<file path="src/rtl/mem_arbiter.sv">
// Two-port (instruction fetch / data) arbiter in front of a single-port shared memory.
// Each granted access takes one ACCESS cycle followed by one ACK cycle.
// When both ports request at once, the port that did not win last time is granted.
module mem_arbiter #(
    parameter int unsigned N     = 32,
    parameter int unsigned Depth = 32
) (
    input  logic         clk,
    input  logic         rst_n,
    input  logic         if_req,
    input  logic [N-1:0] if_addr,
    output logic         if_ack,
    output logic [N-1:0] if_rdata,
    input  logic         d_req,
    input  logic         d_we,
    input  logic [N-1:0] d_addr,
    input  logic [N-1:0] d_wdata,
    output logic         d_ack,
    output logic [N-1:0] d_rdata,
    output logic         err,
    output logic [N-1:0] mem_address,
    output logic [N-1:0] mem_data_in,
    output logic         mem_we,
    output logic         mem_re,
    input  logic [N-1:0] mem_data_out
);

    localparam logic [N-1:0] DEPTH_N = N'(Depth);

    typedef enum logic [1:0] {
        IDLE   = 2'd0,
        ACCESS = 2'd1,
        ACK    = 2'd2
    } state_t;

    state_t       r_state, w_state_nxt;
    logic         r_last_d, w_last_d_nxt;       // 1: data port won the last grant
    logic         r_win_d, w_win_d_nxt;         // 1: current transaction belongs to data port
    logic         r_in_range, w_in_range_nxt;
    logic [N-1:0] r_mem_address, w_mem_address_nxt;
    logic [N-1:0] r_mem_data_in, w_mem_data_in_nxt;
    logic         r_mem_we, w_mem_we_nxt;
    logic         r_mem_re, w_mem_re_nxt;
    logic         r_if_ack, w_if_ack_nxt;
    logic         r_d_ack, w_d_ack_nxt;
    logic         r_err, w_err_nxt;
    logic [N-1:0] r_if_rdata, w_if_rdata_nxt;
    logic [N-1:0] r_d_rdata, w_d_rdata_nxt;

    logic         w_grant_d;
    logic [N-1:0] w_req_addr;
    logic         w_req_in_range;
    logic         w_req_store;
    logic [N-1:0] w_rd;

    // Round-robin pick between the two ports and the granted request's attributes
    always_comb begin
        w_grant_d      = d_req && (!if_req || !r_last_d);
        w_req_addr     = w_grant_d ? d_addr : if_addr;
        w_req_in_range = (w_req_addr < DEPTH_N);
        w_req_store    = w_grant_d && d_we;
        w_rd           = r_in_range ? mem_data_out : '0;
    end

    // Next-state and next-output logic
    always_comb begin
        w_state_nxt       = r_state;
        w_last_d_nxt      = r_last_d;
        w_win_d_nxt       = r_win_d;
        w_in_range_nxt    = r_in_range;
        w_mem_address_nxt = r_mem_address;
        w_mem_data_in_nxt = r_mem_data_in;
        w_mem_we_nxt      = 1'b0;
        w_mem_re_nxt      = 1'b0;
        w_if_ack_nxt      = 1'b0;
        w_d_ack_nxt       = 1'b0;
        w_err_nxt         = 1'b0;
        w_if_rdata_nxt    = r_if_rdata;
        w_d_rdata_nxt     = r_d_rdata;

        case (r_state)
            IDLE: begin
                if (if_req || d_req) begin
                    w_state_nxt       = ACCESS;
                    w_last_d_nxt      = w_grant_d;
                    w_win_d_nxt       = w_grant_d;
                    w_in_range_nxt    = w_req_in_range;
                    w_mem_address_nxt = w_req_addr;
                    if (w_req_store) begin
                        w_mem_data_in_nxt = d_wdata;
                    end
                    w_mem_re_nxt      = w_req_in_range;
                    w_mem_we_nxt      = w_req_in_range && w_req_store;
                end
            end
            ACCESS: begin
                w_state_nxt = ACK;
                w_err_nxt   = !r_in_range;
                if (r_win_d) begin
                    w_d_rdata_nxt = w_rd;
                    w_d_ack_nxt   = 1'b1;
                end else begin
                    w_if_rdata_nxt = w_rd;
                    w_if_ack_nxt   = 1'b1;
                end
            end
            ACK: begin
                w_state_nxt = IDLE;
            end
            default: begin
                w_state_nxt = IDLE;
            end
        endcase
    end

    // State and registered outputs; reset aborts any in-flight access
    always_ff @(posedge clk or negedge rst_n) begin
        if (!rst_n) begin
            r_state       <= IDLE;
            r_last_d      <= 1'b1;
            r_win_d       <= 1'b0;
            r_in_range    <= 1'b0;
            r_mem_address <= '0;
            r_mem_data_in <= '0;
            r_mem_we      <= 1'b0;
            r_mem_re      <= 1'b0;
            r_if_ack      <= 1'b0;
            r_d_ack       <= 1'b0;
            r_err         <= 1'b0;
            r_if_rdata    <= '0;
            r_d_rdata     <= '0;
        end else begin
            r_state       <= w_state_nxt;
            r_last_d      <= w_last_d_nxt;
            r_win_d       <= w_win_d_nxt;
            r_in_range    <= w_in_range_nxt;
            r_mem_address <= w_mem_address_nxt;
            r_mem_data_in <= w_mem_data_in_nxt;
            r_mem_we      <= w_mem_we_nxt;
            r_mem_re      <= w_mem_re_nxt;
            r_if_ack      <= w_if_ack_nxt;
            r_d_ack       <= w_d_ack_nxt;
            r_err         <= w_err_nxt;
            r_if_rdata    <= w_if_rdata_nxt;
            r_d_rdata     <= w_d_rdata_nxt;
        end
    end

    assign if_ack      = r_if_ack;
    assign if_rdata    = r_if_rdata;
    assign d_ack       = r_d_ack;
    assign d_rdata     = r_d_rdata;
    assign err         = r_err;
    assign mem_address = r_mem_address;
    assign mem_data_in = r_mem_data_in;
    assign mem_we      = r_mem_we;
    assign mem_re      = r_mem_re;

endmodule

</file>
<file path="config.mk">
export PLATFORM = sky130hd
export DESIGN_NAME = mem_arbiter
export DESIGN_NICKNAME = d
export VERILOG_FILES = /design/src/rtl/mem_arbiter.sv
export SDC_FILE = /design/constraint.sdc
export NUM_CORES = 1
export LEC_CHECK = 0
export ABC_AREA = 0
export BUFFER_PORTS_ARGS = -buffer_cell sky130_fd_sc_hd__buf_2
export CAP_MARGIN = 20
export CORE_UTILIZATION = 46
export DETAILED_ROUTE_END_ITERATION = 10
export PLACE_DENSITY = 0.85
export RECOVER_POWER = 25
export SYNTH_ARGS = -nofsm -noshare
export SYNTH_HDL_FRONTEND = slang
export SYNTH_SLANG_ARGS = --single-unit
</file>
<file path="constraint.sdc">
create_clock -name clk -period 1.9 [get_ports clk]
set_input_delay 0.095 -clock clk [delete_from_list [all_inputs] [get_ports clk]]
set_output_delay 0.095 -clock clk [all_outputs]
set_load 0.1 [all_outputs]
</file>
==> impl_metrics.tcl <==
set metrics [dict create \
    cp_num_cells 8 \
    synth.area.mux_share_pct 12.6 \
    synthSimpleGateAreaFrac_pct 11.8 \
    synth.area.top_cells "dfrtp_1 (62%), nand2_1 (8.9%), o21ai_0 (8.8%), mux2_1 (6.0%), mux2i_1 (5.8%)" \
    finalCriticalPeriod_ps 1900 \
    dieArea_um2 12400 \
    die_w_um 111 \
    violations "design-rule violations, negative setup slack" \
    synth_top_family_by_area "multiplexers" \
    yosys.area_share.xor_xnor_pct 0 \
    final_util_pct 75.8 \
    crit_path_end "mem_address[13]" \
    dpl.hpwl_um 10400 \
    io_pins 266 \
    max_freq_mhz 526 \
    drc 36 \
    fin_hold_ws_ps 26.9 \
    worst_pin_slew_ps 1280 \
    area_delta_synth_final_pct 59.1 \
    vias_per_cell 5.21 \
    maxSlewViolCount 0 \
    synth_cell_types 25 \
    drive_gt1_share_pct 36.7 \
    outcome "finished, violations left" \
    grt_pass1_vias 5636 \
    startpoint "if_req" \
    htreeDepth 4 \
    r2r_start "r_last_d" \
    setup_ws_ps -1.58 \
    final_antenna_net_count 0 \
    critPathTopFamily "buffers and inverters" \
    path_clk_slew_ps 60 \
    fp-row-count 39 \
    routed_wl_um 18000 \
    antenna_cells 0 \
    crit_type "in2reg" \
    dr.pass1.iters 8 \
    path_cells "dlygate4sd3_1 -> buf_2 -> a21boi_4 -> buf_12 -> buf_4 -> mux2i_1 -> dlygate4sd3_1 -> o21ai_0" \
    numCtsBuffers 17 \
    avgSynthCellArea_um2 11.1 \
    report.final.setup_viol 1 \
    synth_compound_area_share_pct 9.67 \
    wl_per_cell_um 17.5 \
    synth_common_cells "dfrtp_1 (137), nand2_1 (130), o21ai_0 (96)" \
    clk_latency_ps 410 \
    fp.coreArea_um2 11500 \
    syn_inst 495 \
    worstRegToRegCells 6 \
    hold_viol 0 \
    relSlewSlack_pct 14.8 \
    drt-initial-drc-count 333 \
    end_kind "flip-flop" \
    synth_ff_type "dfrtp_1" \
    start_kind "primary input" \
    clock_skew_ps 6.91 \
    p_leak_uw 0.00444 \
    die_y_um 111 \
    syn_nets 628 \
    grt_pass1_wl_um 28400 \
    worstReg2RegEnd "mem_address[13]" \
    hold_class "in2reg" \
    place_congestion 0.871 \
    synth-edff-count 0 \
    root_buffer "clkbuf_16" \
    synth_most_common_cell "dfrtp_1" \
    crit_top_cell "dlygate4sd3_1" \
    worstPathArrival_ps 2190 \
    vdd_ir_drop_max_v 0.00159 \
    synthArstFlopShare_pct 100 \
    critical_path.max_stage_delay_ps 600 \
    synth_top_area_cell "dfrtp_1" \
    synthAdderAreaFrac_pct 0 \
    yosysWarnings 0 \
    synth_top_area_share_pct 62.5 \
    antenna_found_initial 0 \
    crit_path_top_delay_cell "dlygate4sd3_1" \
    grt_use_total_pct 30.0 \
    path_max_fanout 15 \
    synth_area_um2 5490 \
    nets 1010 \
    portBuffers 265 \
    ys_ff_latch 138 \
    required_ps 2190 \
    ys_seq_area_share_pct 63.0 \
    power.density_nw_per_um2 1850 \
    clockBufferDepth 2 \
    overflow 0 \
    cts_tree "built" \
    r2r_setup_slack_ps 20 \
    vias 5356 \
    grt_max_degree 66 \
    maxCapViolations 0 \
    cts_sinks 138 \
    crit_buf_inv 5 \
    initial_core_util_pct 47.7 \
    min_period_over_period_pct 100 \
]
## where the power goes
part / leakage, uW / internal (uW) / total (uW) / switching (uW)
Combinational: 0.00237 / 1530 / 8830 / 7300
Clock: 0.000274 / 1980 / 3110 / 1130
Sequential: 0.00180 / 3760 / 4220 / 456
Total: 0.00444 / 7270 / 16200 / 8880
## per-stage QoR
stage | total power [uW] | TNS, ps | area [um^2] | instances | setup slack (ps)
after floorplan | 11100 | 0 | 5490 | 495 | 441
after global placement | 12500 | 0 | 7020 | 884 | 315
after detailed placement | 12600 | 0 | 7020 | 884 | 279
after CTS | 16000 | 0 | 8630 | 1018 | 37.9
after global routing | 16700 | -88.1 | 8730 | 1029 | -42.8
final | 16200 | -1.58 | 8730 | 1029 | -1.58
## sequential cells by signal, indices dropped and copies added (netlist names)
signal / flops
d_rdata: 32
if_rdata: 32
mem_address: 32
mem_data_in: 32
r_state: 2
d_ack: 1
err: 1
if_ack: 1
mem_re: 1
mem_we: 1
r_in_range: 1
r_last_d: 1
r_win_d: 1
## cells in the final DEF (no fill, tap or decap), drive strengths merged
cell type    instances
nor2b                2
and4                 1
dfstp                1
a21boi               1
nand2b               1
a22o                 1
buf                287
clkinv               1
dfrtp              137
o31ai                1
clkbuf              28
mux2                33
nor2                 1
o21ai               97
bufinv               1
inv                  3
nand2              130
nand3                1
nor4                13
nor3                 3
a31oi                2
dlygate4sd3        106
nand4                2
a21oi                1
mux2i               32
## metal layers
metal  global-route usage [%]  vias up  share of wire [%]
li1                         -     2455                  -
met1                     31.7     2531                 36
met2                     53.1      298                 52
met3                     8.15       72                7.4
met4                     18.6        0                5.1
met5                        0        -                  0
## logic make-up after synthesis
group	after synthesis
and+or+nand+nor	154
muxes	65
AOI/OAI and AO/OA	103
DFF	138
buffers and inverters	35
## timing repair
action | in CTS | in global routing
resized for setup | 0 | 1
setup endpoints to repair | 0 | 13
hold buffers | 106 | 0
buffers inserted | 0 | 10
endpoints found under the hold margin | 164 | 0
## tightest hold or removal path: cells and delay by family
kind	cells	cell delay, ps
compound gates	1	160
buf+inv	1	90
mux	1	60
## area by class of cell
cell class,count,area [um^2]
Timing Repair Buffer,395,2640
Tap cell,143,179
Clock buffer,26,519
Sequential cell,138,3450
Multi-Input combinational cell,322,1890
Inverter,3,11.3
Fill cell,747,2790
Clock inverter,2,35.0
## worst min path at each step
stage	from	to	slack, ps	cells past startpoint
floorplan	rst_n	d_ack	-200	0
detailed placement	rst_n	if_rdata[22]	60	1
finish	if_addr[18]	mem_address[18]	30	3
CTS	d_addr[14]	mem_address[14]	2	3
global route	d_addr[14]	mem_address[14]	20	3
global placement	rst_n	d_rdata[16]	60	1
Note: power is estimated with default switching activity, not from simulation.
